==> src/rtl/aidan_mcnay_down_counter.sv <==
`default_nettype none
// ============================================================================
// Module      : aidan_mcnay_down_counter
// Description : Emits an inclusive descending sequence start_val..stop_val on a
//               valid/ready output port, pulses done on normal completion and
//               supports abort. Every output is a register.
// Revision    : 1.0 - initial release
// ============================================================================
module aidan_mcnay_down_counter #(
  parameter int nbits = 16
) (
  input  logic             clk,
  input  logic             rst_n,
  input  logic             start,
  input  logic [nbits-1:0] start_val,
  input  logic [nbits-1:0] stop_val,
  input  logic             abort,
  input  logic             out_ready,
  output logic             out_val,
  output logic [nbits-1:0] out_num,
  output logic             busy,
  output logic             done
);

  typedef enum logic [1:0] {
    IDLE = 2'd0,
    RUN  = 2'd1,
    DONE = 2'd2
  } state_t;

  state_t           state;
  logic [nbits-1:0] counter;
  logic [nbits-1:0] floor_val;
  logic             transfer;
  logic             at_floor;

  // A value leaves the block whenever the registered valid meets ready.
  assign transfer = out_val & out_ready;
  // Comparing against the stored floor (never wrapping) ends the sequence.
  assign at_floor = (counter == floor_val);

  // Control FSM with registered outputs; out_num keeps its value outside RUN.
  always_ff @(posedge clk or negedge rst_n) begin
    if (!rst_n) begin
      state     <= IDLE;
      counter   <= '0;
      floor_val <= '0;
      out_val   <= 1'b0;
      out_num   <= '0;
      busy      <= 1'b0;
      done      <= 1'b0;
    end else begin
      case (state)
        IDLE: begin
          done <= 1'b0;
          if (start) begin
            counter   <= start_val;
            floor_val <= stop_val;
            if (start_val >= stop_val) begin
              state   <= RUN;
              out_val <= 1'b1;
              busy    <= 1'b1;
              out_num <= start_val;
            end else begin
              // Empty range: go straight to the completion pulse.
              state <= DONE;
              done  <= 1'b1;
            end
          end
        end

        RUN: begin
          // A transfer in the abort cycle still completes, so decrement first.
          if (transfer && !at_floor) begin
            counter <= counter - 1'b1;
            out_num <= counter - 1'b1;
          end
          if (abort) begin
            state   <= IDLE;
            out_val <= 1'b0;
            busy    <= 1'b0;
          end else if (transfer && at_floor) begin
            state   <= DONE;
            out_val <= 1'b0;
            busy    <= 1'b0;
            done    <= 1'b1;
          end
        end

        DONE: begin
          state <= IDLE;
          done  <= 1'b0;
        end

        default: begin
          state   <= IDLE;
          out_val <= 1'b0;
          busy    <= 1'b0;
          done    <= 1'b0;
        end
      endcase
    end
  end

endmodule
`default_nettype wire

==> config.mk <==
export PLATFORM = sky130hd
export DESIGN_NAME = aidan_mcnay_down_counter
export DESIGN_NICKNAME = d
export VERILOG_FILES = /design/src/rtl/aidan_mcnay_down_counter.sv
export SDC_FILE = /design/constraint.sdc
export NUM_CORES = 1
export LEC_CHECK = 0
export BUFFER_PORTS_ARGS = -buffer_cell sky130_fd_sc_hd__buf_2
export CORE_ASPECT_RATIO = 0.75
export CORE_MARGIN = 2
export CORE_UTILIZATION = 55
export CTS_BUF_LIST = sky130_fd_sc_hd__clkbuf_8
export CTS_CLUSTER_DIAMETER = 200
export DETAILED_ROUTE_END_ITERATION = 7
export GPL_ROUTABILITY_DRIVEN = 0
export PLACE_DENSITY = 0.79
export SLEW_MARGIN = 30
export SYNTH_ARGS = -nofsm -noshare
export SYNTH_HDL_FRONTEND = slang
export SYNTH_SLANG_ARGS = --single-unit
export TNS_END_PERCENT = 50
==> constraint.sdc <==
create_clock -name clk -period 4.4 [get_ports clk]
set_clock_uncertainty 0.2 [all_clocks]
set_input_delay 0.44 -clock clk [delete_from_list [all_inputs] [get_ports clk]]
set_output_delay 0.44 -clock clk [all_outputs]
set_load 0.02 [all_outputs]
==> results.md, run 1 <==
- Fin util: 65.4%
- Slowest-stage cell, CP: a2111oi_0
- Buf/Inv on CP: 3
- Reg clk slew, reported paths: 100 ps
- Tot Pwr: 2.10 mW
- Worst R2R Setup Slack: 1660 ps
- Worst path top cell family by delay: compound AO/OA/AOI/OAI gates
- CTS resizes: 0
- Top_reg_cell synth: dfrtp_1
- Drt drc: 0
- Initial antenna violation count: 0
- Starting Density: 57.0%
- Worst Setup End Kind: flop
- Worst-skew pair later-pin latency: 310 ps
- Vias in the first global route: 2,254
- Sum Neg Setup Slack: 0 ps
- Final Non-Filler Cells: 428
- Layout cells sized above 1: 30.0%
- Setup violators final: 0
- Synth cell types: 38
- Outcome: completed
- Wirelength per Cell: 15.8 um
- R2R Path End: counter[15]$_DFFE_PN0P_
- Worst EP required: 4410 ps
- Pleak: 1.65 nW
- Post-synth EDFFs: 0
- Post-Route WL: 6780 um
- Max-slew violation count: 0
- RR Startpoint: counter[2]$_DFFE_PN0P_
- IO Count: 56
- DRT iter0 DRCs: 121
- Root Buffer: clkbuf_8
- Critical path class: in2reg
- First-pass GRT wire length: 11,000 um
- Sequential area share after synthesis: 42.6%
- Number of buffers created by CTS: 5
- Placed Instances: 420
- Syn-to-layout area delta: 14.7%
- Vias per cell: 5.41
- Die H: 68.5 um
- CTS tree: yes
- Slew @ Worst Pin: 728 ps
- CP max FO: 16
- Post-DP HPWL: 5100 um
- Pre-CTS setup slack: 1270 ps
- Max stage delay on crit path: 560 ps
- Maximum capacitance violations: 0
- Gate Count Post-Synth: 302
- Clock buffer depth: 2
- Relative slew margins: 51.4%
- DR pass1 iterations: 4
- Hold_buf cts: 0
- Sink Count: 52
- Max frequency: 354 MHz
- Fin. Hold Viols: 0
- IO Port Bufs: 55
- H-Tree Depth: 2
- Final #Nets: 406
- CP Launch Type: input pin
- Fin crit share: 64.3%
- Seq cells post-synth: 52
- Worst hold margin: 37.7 ps
- Pwr/cell area: 599 nW/um^2
- Final worst slack: 1570 ps
- Yosys warns: 0
- Crit path time final: 2830 ps
- Total gr overflow: 0
- Post-synthesis async set-or-reset flop share: 100%
- Die ar.: 6170 sq um
- Largest net degree at the start of global routing: 53
- Row cnt: 23
- Dpl cell area: 3370 sq um
- Worst VDD drop: 0.000339 V
- Core Area: 5350 sq um
- Synth Area per Inst: 10.1 sq um
- Hold Crit Class: in2async
- RSZ-0062 raised after global routing: false
- Worst-path cell chain: buf_2 > inv_1 > ha_1 > nand2b_1 > a2111oi_0 > or4b_2 > nand4_2 > o31ai_4 > buf_4 > mux2_2
- Final instance area: 3500 sq um
- Synthesized net count: 356
- Die width: 90.0 um
- Antenna-violating nets left: 0
- Arr. time, crit path: 2830 ps
- Mapped Area: 3050 sq um
- DR vias: 2,314
- Ant diodes: 0
- Setup Buffers After CTS: 0
- Reg2Reg Depth: 6
- GR Util All Layers: 23.4%
[logic make-up (layout without fill, tap and decap cells)]
family | Yosys count | after routing | synth area share [%]
buffers and inverters | 33 | 84 | 4.67
AOI/OAI and AO/OA | 56 | 56 | 10.9
DFF | 52 | 52 | 42.6
muxes | 30 | 30 | 12.3
adders and majority gates | 17 | 17 | 6.97
and+or+nand+nor | 85 | 85 | 14.2
xor gates and xnor gates | 29 | 29 | 8.32
[cells in the final DEF (no fill, tap or decap), types with 2 or more instances in the layout]
cell,count
inv_1,18
o31ai_4,2
xnor2_1,22
nor3_1,5
nor2b_1,2
nand4_2,2
mux2_4,10
clkbuf_8,7
o21ai_0,37
nand2b_1,2
xor2_1,7
mux2_2,20
buf_4,3
nor2_1,8
nand4_1,6
nand3_1,6
nor4_1,3
dfrtp_1,52
ha_1,17
nand2_1,43
a21oi_1,10
buf_2,55
[flip-flops by register name, summed over array words and instances (netlist names)]
name,flops
state,2
counter,16
done,1
out_num,16
busy,1
floor_val,16
[where the power goes]
part / switching, mW / internal (mW)
sequential: 0.204 / 0.671
combinational: 0.450 / 0.413
clock: 0.158 / 0.201
[cells in the mapped netlist, types with 2 or more instances]
cell / instances / area (sq um)
a21oi_1: 10 / 50.1
buf_2: 5 / 25.0
clkbuf_1: 6 / 22.5
dfrtp_1: 52 / 1300
ha_1: 17 / 213
inv_1: 18 / 67.6
mux2_2: 20 / 225
mux2_4: 10 / 150
nand2_1: 44 / 165
nand2b_1: 3 / 18.8
nand3_1: 6 / 30.0
nand4_1: 6 / 37.5
nand4_2: 2 / 25.0
nor2_1: 8 / 30.0
nor2b_1: 2 / 12.5
nor3_1: 5 / 25.0
nor4_1: 3 / 18.8
o21ai_0: 37 / 185
o31ai_4: 2 / 42.5
xnor2_1: 22 / 193
xor2_1: 7 / 61.3
[how the worst max path moves through the flow]
| stage | start | endpoint | slack [ps] | cells past startpoint |
|---|---|---|---|---|
| 3_3_place_gp | start_val[0] | out_num[15]$_DFFE_PN0P_ | 1350 | 10 |
| 4_1_cts | start_val[0] | out_num[3]$_DFFE_PN0P_ | 1600 | 10 |
| 6_report | start_val[0] | out_num[3]$_DFFE_PN0P_ | 1570 | 10 |
| 2_1_floorplan | stop_val[13] | out_num[0]$_DFFE_PN0P_ | 1700 | 9 |
| 5_1_grt | start_val[0] | out_num[3]$_DFFE_PN0P_ | 1430 | 10 |
| 3_5_place_dp | start_val[0] | out_num[3]$_DFFE_PN0P_ | 1270 | 10 |
[per-layer routing]
layer,part of all wire [%],up-vias,GRT usage (%)
met5,0,-,0
met4,1.4,0,6.92
met3,5.3,10,5.00
met2,48,61,39.5
met1,45,1103,31.4
li1,-,1140,-
[final cells by class]
class                   count  area, sq um
clock buffers               7         96.3
clock inverters             1         30.0
fillers                   455         1850
inverters                  18         67.6
multi-input cells         217         1610
flip-flops and latches     52         1300
well taps                  75         93.8
repair buffers             58          298
No activity file was read; power rests on OpenSTA's default activity.
==> run 2, diff against run 1 <==
==> constraint.sdc (replaced) <==
create_clock -name clk -period 2.8 [get_ports clk]
set_clock_uncertainty 0.2 [all_clocks]
set_input_delay 0.28 -clock clk [delete_from_list [all_inputs] [get_ports clk]]
set_output_delay 0.28 -clock clk [all_outputs]
set_load 0.02 [all_outputs]
==> run 2 against run 1 <==
Combinational power is 60% higher. Sequential share of layout area shrank 0.12 points. Non-clock buffer count rose by 4. Worst setup slack worse by 1400 ps. Register-to-register slack got worse by 1400 ps. Wire length rose by 0.81%. Flip-flop and latch count is the same. Via count rose by 0.30%. Sequential power increased by 58%. Critical endpoint is now out_num[15]$_DFFE_PN0P_. Largest power group unchanged.
==> results.md, run 2 (synthesized netlist as in run 1, its figures left out) <==
- Outcome: completed
- Starting Density: 57.0% (unchanged)
- CP Launch Type: input pin
- CTS tree: yes
- Die H: 68.5 um (unchanged)
- Most common cell after layout, fill and taps aside: buf_2
- Critical path class: in2reg
- Min-delay src: stop_val[0]
- Post-Route WL: 6840 um (+0.81%)
- GR Util All Layers: 23.3% (-0.18 points)
- CP max FO: 16 (unchanged)
- Antenna-violating nets left: 0 (unchanged)
- Worst EP required: 2810 ps (-1600 ps)
- Final-layout fill cell count: 438 (-3.7%)
- Worst Setup End Kind: flop
- Max-slew violation count: 0 (unchanged)
- Biggest regs: counter: 16 flops, floor_val: 16 flops, out_num: 16 flops
- Hold path depth: 2
- CTS resizes: 0 (unchanged)
- DRT iter0 DRCs: 94 (-22%)
- Largest net degree at the start of global routing: 53 (unchanged)
- Worst-skew pair later-pin latency: 320 ps (about the same)
- Pre-CTS setup slack: -129 ps (-1390 ps)
- R2R Path End: out_num[15]$_DFFE_PN0P_
- Crit path time final: 2650 ps
- H-Tree Depth: 2 (unchanged)
- Syn-to-layout area delta: 15.0%
- Pwr/cell area: 916 nW/um^2 (+53%)
- Ant diodes: 0 (unchanged)
- Clock buffer depth: 2 (unchanged)
- Tot Pwr: 3.22 mW (+53%)
- Multi-input gate area: 1610 sq um (-0.31%)
- Most frequent cells in the layout: 55 x buf_2, 52 x dfrtp_1, 44 x nand2_1, 37 x o21ai_0, 22 x xnor2_1
- Die ar.: 6170 sq um (unchanged)
- Drt drc: 0 (unchanged)
- Slew @ Worst Pin: 678 ps (-50.7 ps)
- RR Startpoint: counter[2]$_DFFE_PN0P_
- Total gr overflow: 0 (unchanged)
- DR pass1 iterations: 4 (unchanged)
- Initial antenna violation count: 0 (unchanged)
- Fin crit share: 94.7%
- Reg2Reg Depth: 7 (+1)
- FF+latch area: 1300 sq um (unchanged)
- DR vias: 2,321 (+0.30%)
- Pleak: 1.65 nW (+0.16%)
- Hold Crit Class: in2reg
- IO Count: 56 (unchanged)
- Worst VDD drop: 0.000540 V (+59%)
- Final #Nets: 410 (+0.99%)
- Reg clk slew, reported paths: 100 ps (about the same)
- Layout cells sized above 1: 30.0% (-0.056 points)
- Relative slew margins: 54.7% (+3.4 points)
- Core Area: 5350 sq um (unchanged)
- Final worst slack: 148 ps (-1420 ps)
- Row cnt: 23 (unchanged)
- First-pass GRT wire length: 11,100 um (+0.69%)
- Die width: 90.0 um (unchanged)
- Setup violators final: 0 (unchanged)
- Maximum capacitance violations: 0 (unchanged)
- Switch Pwr: 1.29 mW (+59%)
- Worst R2R Setup Slack: 260 ps (-1400 ps)
- Max frequency: 377 MHz
- Combinational Power Share: 42.9% (+1.7 points)
- RSZ-0062 raised after global routing: false
- Internal Pwr Total: 1.92 mW (+50%)
- Fin. Hold Viols: 0 (unchanged)
- Post-DP HPWL: 5210 um (+2.1%)
- Sink Count: 52 (unchanged)
- WHS Endpoint: floor_val[0]$_DFFE_PN0P_
- Arr. time, crit path: 2660 ps (-170 ps)
- Switching share of power: 40.2% (+1.4 points)
- Number of buffers created by CTS: 5 (unchanged)
- Seq pwr share: 42.8% (+1.1 points)
- Wirelength per Cell: 15.8 um (-0.12%)
- IO Port Bufs: 55 (unchanged)
- Vias per cell: 5.37 (-0.63%)
- Root Buffer: clkbuf_8
- Clock Power Share: 14.3% (-2.8 points)
- Vias in the first global route: 2,378 (+5.5%)
==> run 2: layout make-up <==
| type | count | area share [%] |
|---|---|---|
| inverters | 18 | 1.92 |
| flip-flops and latches | 52 | 37.1 |
| clock inverters | 2 | 0.428 |
| repair buffers | 62 | 9.76 |
| clock buffers | 6 | 2.35 |
| well taps | 75 | 2.67 |
| multi-input cells | 217 | 45.8 |
==> run 2: what timing repair did <==
| action | CTS | global route |
|---|---|---|
| hold buffers | 1 | 0 |
| hold endpoints to repair | 52 | 0 |
| setup buffers | 0 | 0 |
==> run 2: critical path: stages <==
cell	delay [ps]
buf_2	90
inv_1	50
ha_1	290
nand2b_1	160
a2111oi_0	580
or4b_2	240
nand4_2	150
o31ai_4	260
buf_12	210
mux2_2	350
==> run 2: worst max-delay path by stage <==
stage / from / endpoint / slack, ps / depth (start not counted)
floorplan: stop_val[13] / out_num[0]$_DFFE_PN0P_ / 260 / 9
global placement: start_val[0] / out_num[15]$_DFFE_PN0P_ / 9 / 10
detailed placement: start_val[0] / out_num[15]$_DFFE_PN0P_ / -130 / 10
CTS: start_val[0] / out_num[15]$_DFFE_PN0P_ / 210 / 10
global route: start_val[0] / out_num[15]$_DFFE_PN0P_ / 20 / 10
finish: start_val[0] / out_num[15]$_DFFE_PN0P_ / 150 / 10
==> run 2: per-stage QoR <==
step / util (%) / cells / TNS, ps / hold slack, ps / area, sq um
after detailed placement: 63.6 / 423 / -1460 / 236 / 3400
after CTS: 65.6 / 432 / 0 / 19.4 / 3510
after floorplan: - / 302 / 0 / -216 / 3050
after global placement: 63.6 / 423 / 0 / 235 / 3400
final: 65.6 / 432 / 0 / 16.2 / 3510
after global routing: 65.6 / 432 / 0 / 18.2 / 3510
==> run 2: layer usage <==
metal | vias to the layer above | wire length [um] | track usage [%]
met1 | 1086 | 3080 | 29.8
met4 | 0 | 123 | 9.04
met2 | 74 | 3260 | 40.9
met3 | 11 | 380 | 3.80
met5 | - | 0 | 0
li1 | 1150 | - | -
==> run 2: power by group through the flow <==
stage	sequential [mW]	clock (mW)	combinational [mW]
after detailed placement	1.39	0	1.37
final	1.38	0.460	1.38
after floorplan	1.43	0	0.934
after global routing	1.42	0.500	1.50
after CTS	1.38	0.471	1.38
after global placement	1.38	0	1.33
==> run 3, diff against run 2 <==
--- a/config.mk
+++ b/config.mk
@@ -8,12 +8,11 @@
 export BUFFER_PORTS_ARGS = -buffer_cell sky130_fd_sc_hd__buf_2
 export CORE_ASPECT_RATIO = 0.75
 export CORE_MARGIN = 2
-export CORE_UTILIZATION = 55
+export CORE_UTILIZATION = 40
 export CTS_BUF_LIST = sky130_fd_sc_hd__clkbuf_8
 export CTS_CLUSTER_DIAMETER = 200
 export DETAILED_ROUTE_END_ITERATION = 7
 export GPL_ROUTABILITY_DRIVEN = 0
-export PLACE_DENSITY = 0.79
 export SLEW_MARGIN = 30
 export SYNTH_ARGS = -nofsm -noshare
 export SYNTH_HDL_FRONTEND = slang
==> constraint.sdc (replaced) <==
create_clock -name clk -period 2.69 [get_ports clk]
set_clock_uncertainty 0.2 [all_clocks]
set_input_delay 0.269 -clock clk [delete_from_list [all_inputs] [get_ports clk]]
set_output_delay 0.269 -clock clk [all_outputs]
set_load 0.02 [all_outputs]
==> run 3 against run 2 <==
Combinational power up 4%. Via count fell by 0.13%. Die area is 35% higher. Register-to-register slack about the same. Final cell count rose by 10%. Worst setup slack better by 50 ps. Wire length grew 0.59%. First-iteration DRC count rose by 2.1%. Critical path type unchanged. Largest cell class unchanged.
==> results.md, run 3 (synthesized netlist as in run 1, its figures left out) <==
- Setup violators final: 0 (unchanged)
- Final #Nets: 427 (+4.1%)
- Wirelength per Cell: 14.5 um (-8.5%)
- Dpl cell area: 3560 sq um (+4.5%)
- RSZ-0062 raised after global routing: false
- Syn-to-layout area delta: 21.0%
- Min-delay src: start_val[0]
- Total gr overflow: 0 (unchanged)
- CTS resizes: 0 (unchanged)
- RR Startpoint: counter[0]$_DFFE_PN0P_
- IO Count: 56 (unchanged)
- Arr. time, crit path: 2490 ps (-170 ps)
- CP max FO: 16 (unchanged)
- Layout cells sized above 1: 32.9% (+2.9 points)
- Final-layout fill cell count: 724 (+65%)
- Multi-input gate area: 1610 sq um (unchanged)
- First-pass GRT wire length: 11,700 um (+5.2%)
- Final instance area: 3690 sq um (+5.2%)
- Reg clk slew, reported paths: 100 ps (about the same)
- CTS tree: yes
- Starting Density: 41.4% (-16 points)
- Fin crit share: 92.6%
- Crit path time final: 2490 ps
- Worst Setup End Kind: flop
- Drt drc: 0 (unchanged)
- Post-DP HPWL: 5350 um (+2.7%)
- FF+latch area: 1300 sq um (unchanged)
- Sum Neg Setup Slack: 0 ps (unchanged)
- Final Non-Filler Cells: 475 (+10%)
- Fin. Hold Viols: 0 (unchanged)
- Ant diodes: 0 (unchanged)
- Die ar.: 8350 sq um (+35%)
- Row cnt: 27 (+17%)
- Die H: 79.6 um (+16%)
- Tot Pwr: 3.39 mW (+5.5%)
- Crit path from: start_val[13]
- DR pass1 iterations: 4 (unchanged)
- Number of buffers created by CTS: 5 (unchanged)
- Core Area: 7360 sq um (+38%)
- Maximum capacitance violations: 0 (unchanged)
- Fin util: 50.2% (-15 points)
- DR vias: 2,318 (-0.13%)
- Relative slew margins: 58.5% (+3.8 points)
- Clock buffer depth: 2 (unchanged)
- H-Tree Depth: 2 (unchanged)
- Vias in the first global route: 2,256 (-5.1%)
- Hold Crit Class: in2reg
- Outcome: completed
- Pre-CTS setup slack: -476 ps (-348 ps)
- Initial antenna violation count: 0 (unchanged)
- Max-slew violation count: 0 (unchanged)
- IO Port Bufs: 55 (unchanged)
- Sink Count: 52 (unchanged)
- Pwr/cell area: 919 nW/um^2 (+0.30%)
- Worst R2R Setup Slack: 270 ps (about the same)
- Worst hold margin: 5.90 ps (-10.3 ps)
- Slew @ Worst Pin: 623 ps (-55.0 ps)
- Die width: 105 um (+16%)
- Antenna-violating nets left: 0 (unchanged)
- Most common cell after layout, fill and taps aside: buf_2
- Placed Instances: 465 (+9.9%)
- GR Util All Layers: 17.8% (-5.4 points)
- Critical path class: in2reg
- Final worst slack: 198 ps (+49.7 ps)
- Root Buffer: clkbuf_8
- Worst VDD drop: 0.000316 V (-42%)
- Largest net degree at the start of global routing: 34 (-36%)
- Biggest regs: counter: 16 flops, floor_val: 16 flops, out_num: 16 flops
- Vias per cell: 4.88 (-9.2%)
- Worst EP required: 2690 ps (-120 ps)
- Pleak: 1.75 nW (+6.2%)
- DRT iter0 DRCs: 96 (+2.1%)
- Max frequency: 401 MHz
- CP Launch Type: input pin
- Post-Route WL: 6880 um (+0.59%)
- Most frequent cells in the layout: 55 x buf_2, 52 x dfrtp_1, 44 x nand2_1, 37 x o21ai_0, 22 x xnor2_1
- Worst-skew pair later-pin latency: 310 ps (about the same)
==> run 3: final timing paths <==
| path | cells after the start | endpoint |
|---|---|---|
| min reg2reg | 1 | done$_DFFE_PN0P_ |
| max | 10 | out_num[13]$_DFFE_PN0P_ |
| min | 3 | counter[0]$_DFFE_PN0P_ |
| max reg2reg | 7 | out_num[6]$_DFFE_PN0P_ |
| min in group asynchronous | 2 | counter[13]$_DFFE_PN0P_ |
| max in group asynchronous | 3 | floor_val[1]$_DFFE_PN0P_ |
==> run 3: area by class of cell <==
class	count	area share, %
clock buffer	5	1.86
multi-input combinational	217	43.5
sequential	52	35.2
tap	101	3.42
clock inverter	3	1.05
timing repair buffer	79	13.1
inverter	18	1.83
==> run 3: critical path: stages <==
cell and delay, ps:
buf_2 110, ha_1 290, buf_4 100, nand4_1 110, nor3_2 250, or4b_2 620, nand4_2 160, o31ai_4 90
buf_12 170, mux2_4 300
==> run 3: timing repair <==
action | CTS | global route
setup endpoints to repair | 16 | 0
hold buffers | 1 | 0
buffers inserted | 1 | 0
endpoints found under the hold margin | 25 | 0
==> run 3: where the power goes <==
part           leakage [nW]  switching, mW  internal, mW
Clock                0.0593          0.258         0.273
Sequential            0.626          0.336          1.10
Combinational          1.07          0.706         0.723
==> run 3: layer usage <==
layer	wire [um]	up-vias	share of wire (%)	track usage [%]
met5	0	-	0	0
met3	437	5	6.4	3.27
li1	-	1181	-	-
met4	57	0	0.83	4.53
met1	3720	1069	54	28.5
met2	2660	63	39	24.2
